**config.mk**
```make
export PLATFORM = sky130hd
export DESIGN_NAME = telemetry_framer
export DESIGN_NICKNAME = d
export VERILOG_FILES = /design/src/rtl/telem_pkg.sv /design/src/rtl/telem_checksum.sv /design/src/rtl/telemetry_framer.sv
export SDC_FILE = /design/constraint.sdc
export NUM_CORES = 1
export LEC_CHECK = 0
export CORE_MARGIN = 1.5
export CORE_UTILIZATION = 28
export CTS_BUF_LIST = sky130_fd_sc_hd__clkbuf_8
export DETAILED_ROUTE_END_ITERATION = 10
export GPL_TIMING_DRIVEN = 1
export PLACE_DENSITY = 0.54
export REMOVE_ABC_BUFFERS = 1
export SLEW_MARGIN = 20
export SYNTH_ARGS = -nofsm -noshare
export SYNTH_HDL_FRONTEND = slang
export SYNTH_HIERARCHICAL = 1
export SYNTH_SLANG_ARGS = --single-unit
```
**constraint.sdc**
```tcl
create_clock -name clk -period 2.87 [get_ports clk]
set_input_delay 0.4305 -clock clk [delete_from_list [all_inputs] [get_ports clk]]
set_output_delay 0.4305 -clock clk [all_outputs]
set_load 0.02 [all_outputs]
```
**src/rtl/telem_pkg.sv**
```systemverilog
// Shared types and constants for the telemetry framer.
// The frame length depends on TELEM_CHECKSUM_EN (one trailing CHK byte when defined).
package telem_pkg;

   localparam int unsigned TELEM_DWIDTH_DEFAULT    = 64;
   localparam logic [7:0]  TELEM_SYNC_BYTE_DEFAULT = 8'hA5;

   // SYNC and SEQ precede the payload
   localparam int unsigned TELEM_HDR_BYTES = 2;
`ifdef TELEM_CHECKSUM_EN
   localparam int unsigned TELEM_CHK_BYTES = 1;
`else
   localparam int unsigned TELEM_CHK_BYTES = 0;
`endif

   typedef enum logic [2:0] {
      StIdle,
      StPop,
      StLatch,
      StSend,
      StWaitDone,
      StNext
   } telem_state_e;

   function automatic int unsigned telem_frame_len(input int unsigned dwidth);
      return TELEM_HDR_BYTES + dwidth / 8 + TELEM_CHK_BYTES;
   endfunction

endpackage

```
**src/rtl/telem_checksum.sv**
```systemverilog
// 8-bit modulo-256 running sum of the SEQ and payload bytes of a frame.
// Only instantiated when TELEM_CHECKSUM_EN is defined.
module telem_checksum (
   input  logic       clk,
   input  logic       reset_n,
   input  logic       clr_i,
   input  logic       acc_i,
   input  logic [7:0] byte_i,
   output logic [7:0] sum_o
);

   logic [7:0] sum_q;
   logic [7:0] sum_d;

   // Clear takes priority over accumulate
   always_comb begin
      sum_d = sum_q;
      if (clr_i) begin
         sum_d = 8'h00;
      end else if (acc_i) begin
         sum_d = sum_q + byte_i;
      end
   end

   // Sum register
   always_ff @(posedge clk or negedge reset_n) begin
      if (!reset_n) begin
         sum_q <= 8'h00;
      end else begin
         sum_q <= sum_d;
      end
   end

   assign sum_o = sum_q;

endmodule

```
**src/rtl/telemetry_framer.sv**
```systemverilog
// Pops words from a FIFO and sends each as a byte frame over a UART transmitter:
// SYNC_BYTE, SEQ, payload bytes MSB first, and CHK when TELEM_CHECKSUM_EN is defined.
module telemetry_framer
   import telem_pkg::*;
#(
   parameter int unsigned DWIDTH    = TELEM_DWIDTH_DEFAULT,
   parameter logic [7:0]  SYNC_BYTE = TELEM_SYNC_BYTE_DEFAULT
) (
   input  logic              clk,
   input  logic              reset_n,
   input  logic              fsm_en,
   input  logic [DWIDTH-1:0] fifo_rd_data,
   input  logic              fifo_empty,
   output logic              fifo_rd_en,
   output logic              uart_start_tx,
   output logic [7:0]        uart_tx_din,
   input  logic              uart_tx_done,
   output logic [15:0]       frame_count
);

   localparam int unsigned NumData  = DWIDTH / 8;
   localparam int unsigned FrameLen = telem_frame_len(DWIDTH);
   localparam int unsigned IdxW     = $clog2(FrameLen);

   localparam logic [IdxW-1:0] SeqIdx      = IdxW'(1);
   localparam logic [IdxW-1:0] DataLastIdx = IdxW'(TELEM_HDR_BYTES + NumData - 1);
   localparam logic [IdxW-1:0] LastIdx     = IdxW'(FrameLen - 1);

   telem_state_e      state_q, state_d;
   logic [DWIDTH-1:0] shift_q, shift_d;
   logic [IdxW-1:0]   idx_q, idx_d;
   logic [IdxW-1:0]   idx_inc;
   logic [7:0]        din_q, din_d;
   logic [7:0]        seq_q, seq_d;
   logic [15:0]       cnt_q, cnt_d;

`ifdef TELEM_CHECKSUM_EN
   logic              chk_clr;
   logic              chk_acc;
   logic [7:0]        chk_sum;
`endif

   // Next-state, datapath and strobe decode. The byte to send is loaded into din_q on the
   // way into SEND so it stays constant until the transmitter reports done.
   always_comb begin
      state_d       = state_q;
      shift_d       = shift_q;
      idx_d         = idx_q;
      din_d         = din_q;
      seq_d         = seq_q;
      cnt_d         = cnt_q;
      fifo_rd_en    = 1'b0;
      uart_start_tx = 1'b0;
      idx_inc       = idx_q + IdxW'(1);
`ifdef TELEM_CHECKSUM_EN
      chk_clr       = 1'b0;
      chk_acc       = 1'b0;
`endif
      case (state_q)
         StIdle: begin
            if (fsm_en && !fifo_empty) begin
               state_d = StPop;
            end
         end
         StPop: begin
            fifo_rd_en = 1'b1;
            state_d    = StLatch;
         end
         StLatch: begin
            shift_d = fifo_rd_data;
            idx_d   = '0;
            din_d   = SYNC_BYTE;
`ifdef TELEM_CHECKSUM_EN
            chk_clr = 1'b1;
`endif
            state_d = StSend;
         end
         StSend: begin
            uart_start_tx = 1'b1;
            state_d       = StWaitDone;
         end
         StWaitDone: begin
            if (uart_tx_done) begin
               state_d = StNext;
            end
         end
         StNext: begin
            if (idx_q == LastIdx) begin
               idx_d   = '0;
               seq_d   = seq_q + 8'd1;
               cnt_d   = cnt_q + 16'd1;
               state_d = StIdle;
            end else begin
               idx_d   = idx_inc;
               state_d = StSend;
               if (idx_inc == SeqIdx) begin
                  din_d = seq_q;
`ifdef TELEM_CHECKSUM_EN
                  chk_acc = 1'b1;
`endif
               end else if (idx_inc <= DataLastIdx) begin
                  // Payload leaves MSB first; shift the next byte into the top slot
                  din_d   = shift_q[DWIDTH-1 -: 8];
                  shift_d = shift_q << 8;
`ifdef TELEM_CHECKSUM_EN
                  chk_acc = 1'b1;
`endif
               end
`ifdef TELEM_CHECKSUM_EN
               else begin
                  // Sum already holds SEQ and every payload byte at this point
                  din_d = chk_sum;
               end
`endif
            end
         end
         default: begin
            state_d = StIdle;
         end
      endcase
   end

   // State and datapath registers; reset abandons any frame in flight
   always_ff @(posedge clk or negedge reset_n) begin
      if (!reset_n) begin
         state_q <= StIdle;
         shift_q <= '0;
         idx_q   <= '0;
         din_q   <= 8'h00;
         seq_q   <= 8'h00;
         cnt_q   <= 16'h0000;
      end else begin
         state_q <= state_d;
         shift_q <= shift_d;
         idx_q   <= idx_d;
         din_q   <= din_d;
         seq_q   <= seq_d;
         cnt_q   <= cnt_d;
      end
   end

`ifdef TELEM_CHECKSUM_EN
   telem_checksum u_checksum (
      .clk     (clk),
      .reset_n (reset_n),
      .clr_i   (chk_clr),
      .acc_i   (chk_acc),
      .byte_i  (din_d),
      .sum_o   (chk_sum)
   );
`endif

   assign uart_tx_din = din_q;
   assign frame_count = cnt_q;

endmodule

```
==> metrics.cfg, run 1 <==
[outcome]
status = finished, final reports clean

[critical_path]
worst_path_dominant_cell_family = simple AND/OR/NAND/NOR gates
r2r_start = idx_q[1]
rrSetupSlack_ns = 0.46
crit_arrival_ns = 2.63
cp_num_buf_inv = 1
crit_chain = inv_1 > ha_1 > nand3b_1 > and2_1 > a31o_2 > and2_4 > a31oi_1
cp_slowest_cell = and2_4
end_kind = flop
critical_path_required_ns = 3.09
start_kind = flop
reg2reg_to = shift_q[17]
reg2reg_depth = 7
path_max_fanout = 56
path_class = flop to flop
critPathMaxStageDelay_ns = 0.58

[die]
io_pins = 95
initial_core_util_pct = 28.8
die_w_um = 134
dieHeight_um = 134
rows = 47
core-area_um2 = 16600
die_area_um2 = 17900

[synthesis]
synth_top_cell_area_share_pct = 53.8
synth.area.top_cells = dfrtp_1, nand2_1, a31oi_1
syn_avg_cell_area_um2 = 9.48
syn_area_um2 = 4790
synth_seq_area_share_pct = 53.8
yosysWarnings = 6
synth_seq_cells = 103
synth_top_area_cell = dfrtp_1
synth_cell_types = 38
synthCells = 506

[clocking]
tritoncts = built
clk_latency_ns = 0.37
htree_levels = 3
post_cts_resized = 0
ctsHoldBuffers = 0
clkTransAtPathRegs_ns = 0.10
cts-root-buf = clkbuf_8
post-cts-setup-buffers = 0
cts_buffers = 9
clkSinkCount = 103
cts.path.max_buffers = 2

[timing]
final-setup-viol-count = 0
skew_ns = 0.0110
fin_crit_ns = 2.41
rsz0062_at_grt = false
hold_viol = 0
finalMaxSlewViolations = 0
slew_headroom_pct = 53.8
fin_ws_ns = 0.461
max_freq_ghz = 0.415
final.period_utilization_pct = 83.9
tightest_slew_ns = 0.693

[placed_design]
place_congestion = 0.775
place_ws_ns = 0.434
dp_cells = 796
hpwl_um = 8230
portBuffers = 94
dpl_cell_area_um2 = 5900

[global_routing]
grt_remaining_overflow = 0
antenna_found_initial = 0
grt_usage_pct = 13.5
grt_start_max_net_pins = 59
grt_first_pass_wirelength_um = 19400
grt_pass1_vias = 3886

[detailed_routing]
first_pass_iters = 6
via_per_inst = 4.92
drtAntennaViolNets = 0
dr_total_vias = 3985
drc = 0
wl_per_cell_um = 14.6
drt_iter0_drc = 255
totalWireLength_um = 11800

[flow_run]
cap_violations = 0

[layout]
finalInstanceArea_um2 = 6050
layout_common_cells = nand2_1, dfrtp_1, clkdlybuf4s50_1
layout_commonest_cell = nand2_1
final_core_util_pct = 36.4
layout.cells.non_filler = 810
num-nets-final = 661
drive_gt1_share_pct = 6.10
n_antenna_cell = 0
syn_to_final_growth_pct = 26.2

[power]
p_leak_uw = 0.00254
powerDensity_nw_per_um2 = 796
ir_drop_v = 0.000289

[min_path]
hp-class = input pin to asynchronous set/reset pin

-- how the worst max path moves through the flow --
stage	startpoint	endpoint	cells past startpoint
2_1_floorplan	state_q[1]	shift_q[10]	5
3_3_place_gp	idx_q[1]	shift_q[56]	7
3_5_place_dp	idx_q[0]	shift_q[28]	6
4_1_cts	idx_q[1]	shift_q[15]	7
5_1_grt	idx_q[1]	shift_q[17]	7
6_report	idx_q[1]	shift_q[17]	7
-- per-stage QoR --
stage,hold slack (ns),setup TNS (ns),total power [uW]
after CTS,0.112,0,4890
after floorplan,0.135,-69.59,3420
after detailed placement,0.467,0,4100
after global placement,0.463,0,4020
final,0.0950,0,4820
after global routing,0.140,0,5190
-- registers in the layout, summed over array words and instances, names as in the netlist --
signal,count
shift_q,64
idx_q,4
frame_count,16
seq_q,8
state_q,3
uart_tx_din,8
-- cell families (layout without fill, tap and decap cells) --
family | count (synthesis) | after routing | synth area share (%)
simple gates | 178 | 178 | 16.3
fa+ha+maj | 5 | 5 | 1.30
compound gates | 142 | 142 | 17.5
xor+xnor | 22 | 22 | 4.02
buf+inv | 46 | 130 | 5.04
mux | 10 | 10 | 2.14
flops | 103 | 103 | 53.8
-- area by class of cell --
cell class / count / area (um2)
sequential: 103 / 2580
clock inverter: 5 / 28.8
clock buffer: 9 / 124
inverter: 9 / 33.8
tap: 220 / 275
timing repair buffer: 107 / 1040
fill: 1709 / 10600
multi-input combinational: 357 / 1980
-- Yosys cell counts --
master    count
a211o_1       1
a21bo_2       1
a21oi_1      61
a22o_1        9
a31o_1        1
a31oi_1      57
and2_1        1
and2_4        1
and3_1        7
and3b_1       1
and4_1        2
buf_1         2
buf_2        13
buf_6         7
clkbuf_1     15
dfrtp_1     103
ha_1          5
inv_1         9
mux2_2        2
mux2i_1       8
nand2_1     129
nand2b_1      2
nand3_1       8
nand3b_1      3
nand4_1       5
nor2_1        9
nor2_2        1
nor2b_1       1
nor3_1        3
nor3b_1       2
nor4b_2       1
o21ai_0       6
o22a_1        1
o22ai_1       5
or2_1         1
or3_1         1
xnor2_1      15
xor2_1        7
-- metal layers --
metal,GRT usage [%],up-vias,wire length (um)
met5,0,-,0
met4,2.66,0,97
met3,3.55,8,613
met2,21.7,104,5610
met1,18.3,1949,5480
li1,-,1924,-
-- report_power, final --
part	internal (uW)	switching [uW]
Combinational	764	1010
Clock	300	478
Sequential	1970	297
Total	3030	1790
No activity file was read; power rests on OpenSTA's default activity.
==> inputs of run 2 (changes only) <==
Settings changed: PLACE_DENSITY 0.54 to 0.55.
Clock period 2.87 ns to 2.1 ns, I/O delays scaled along.
==> run 2 against run 1 <==
Global-route usage rose by 0.53 points. Sequential power rose by 37%. Via count rose by 0.70%. Sequential share of layout area fell by 1.6 points. Register-to-register slack got worse by 0.33 ns. Highest routed layer unchanged. Hold slack improved by 0.27 ns. Critical path depth fell by 4.
==> metrics.cfg, run 2 (synthesis gave the netlist of run 1 again) <==
[critical_path]
reg2reg_to = idx_q[3]
critical_path_required_ns = 1.78  ; -1.31 ns
path_max_fanout = 7  ; -88%
end_kind = output port
start_kind = flop
r2r_start = state_q[2]
reg2reg_depth = 5  ; -2
rrSetupSlack_ns = 0.13  ; -0.33 ns
startpoint = state_q[1]
path_class = flop to output port
crit_arrival_ns = 1.67  ; -0.96 ns

[layout]
drive_gt1_share_pct = 8.31  ; +2.2 points
layout_common_cells = nand2_1, dfrtp_1, clkdlybuf4s50_1
layout_commonest_cell = nand2_1
layout.cells.non_filler = 822  ; +1.5%
largest_reg_flops = 64  ; unchanged
largest_register = shift_q
syn_to_final_growth_pct = 31.1
n_antenna_cell = 0  ; unchanged
final_core_util_pct = 37.8  ; +1.4 points
num-nets-final = 671  ; +1.5%

[clocking]
clk_latency_ns = 0.39  ; +0.02 ns
clkTransAtPathRegs_ns = 0.11  ; about the same
cts-root-buf = clkbuf_8
clkSinkCount = 103  ; unchanged
tritoncts = built
cts.path.max_buffers = 2  ; unchanged
post-cts-setup-buffers = 0  ; unchanged
cts_buffers = 9  ; unchanged
htree_levels = 3  ; unchanged

[timing]
finalMaxSlewViolations = 0  ; unchanged
max_freq_ghz = 0.505
final-setup-viol-count = 0  ; unchanged
fin_hold_ws_ns = 0.364  ; +0.269 ns
final.period_utilization_pct = 94.3
hold_viol = 0  ; unchanged
slew_headroom_pct = 59.4  ; +5.6 points
fin_crit_ns = 1.98
rsz0062_at_grt = false
tightest_slew_ns = 0.610  ; -0.0836 ns
skew_ns = 0.00992  ; -0.00111 ns
fin_ws_ns = 0.120  ; -0.341 ns

[power]
p_leak_uw = 0.00265  ; +4.6%
power_uw = 7170  ; +49%
powerDensity_nw_per_um2 = 1140  ; +43%
ir_drop_v = 0.000516  ; +78%

[die]
dieHeight_um = 134  ; unchanged
initial_core_util_pct = 28.8  ; unchanged
core-area_um2 = 16600  ; unchanged
io_pins = 95  ; unchanged
rows = 47  ; unchanged
die_w_um = 134  ; unchanged
die_area_um2 = 17900  ; unchanged

[detailed_routing]
wl_per_cell_um = 14.7  ; +0.75%
totalWireLength_um = 12100  ; +2.2%
drc = 0  ; unchanged
dr_total_vias = 4013  ; +0.70%
first_pass_iters = 4  ; -2
via_per_inst = 4.88  ; -0.77%
drt_iter0_drc = 206  ; -19%
drtAntennaViolNets = 0  ; unchanged

[outcome]
status = finished, final reports clean

[min_path]
hp-class = input pin to asynchronous set/reset pin

[placed_design]
place_ws_ns = 0.00253  ; -0.432 ns
hpwl_um = 8500  ; +3.2%
portBuffers = 94  ; unchanged
place_congestion = 0.777  ; +0.30%
dp_cells = 805  ; +1.1%

[global_routing]
grt_remaining_overflow = 0  ; unchanged
grt_usage_pct = 14.0  ; +0.53 points
grt_pass1_vias = 3951  ; +1.7%
antenna_found_initial = 0  ; unchanged
grt_first_pass_wirelength_um = 19800  ; +2.1%
grt_start_max_net_pins = 59  ; unchanged

[flow_run]
cap_violations = 0  ; unchanged

==> run 2: per-stage QoR <==
step / setup TNS (ns) / area (um2)
global placement: 0 / 6020
finish: 0 / 6280
detailed placement: 0 / 6020
floorplan: -138.19 / 4590
global route: 0 / 6280
CTS: 0 / 6260
==> run 2: cell type report <==
type                    count  area, um2
inverters                   9       33.8
clock inverters             7        106
repair buffers            117       1170
flip-flops and latches    103       2580
multi-input cells         357       1990
well taps                 220        275
fillers                  1671      10400
clock buffers               9        124
==> run 2: worst max-delay path by stage <==
stage | depth (start not counted) | to
after floorplan | 5 | shift_q[10]
final | 3 | uart_start_tx
after CTS | 7 | shift_q[63]
after global routing | 8 | shift_q[20]
after detailed placement | 8 | shift_q[63]
after global placement | 7 | shift_q[52]
==> run 2: repair_timing <==
| action | in CTS | in global routing |
|---|---|---|
| resized for setup | 3 | 5 |
| cloned | 0 | 0 |
| hold endpoints to repair | 24 | 0 |
| setup endpoints to repair | 2 | 64 |
| hold buffers | 1 | 0 |
==> run 2: per-layer routing <==
| metal | GRT usage (%) | part of all wire [%] | vias to the layer above |
|---|---|---|---|
| li1 | - | - | 1946 |
| met1 | 18.1 | 46 | 1938 |
| met2 | 22.4 | 47 | 106 |
| met3 | 4.01 | 5.1 | 23 |
| met4 | 4.95 | 2.2 | 0 |
| met5 | 0 | 0 | - |
==> run 2: where the power goes <==
part	leakage [uW]	internal (uW)	switching [uW]	total [uW]
sequential	0.00124	2690	413	3100
combinational	0.00130	1200	1450	2650
clock	0.000115	687	738	1430
total	0.00265	4570	2600	7170
==> run 2: critical path: stages (launching register included) <==
cell             delay [ns]
dfrtp_1                0.46
nand2_1                0.11
nor2_1                 0.10
clkdlybuf4s50_1        0.61
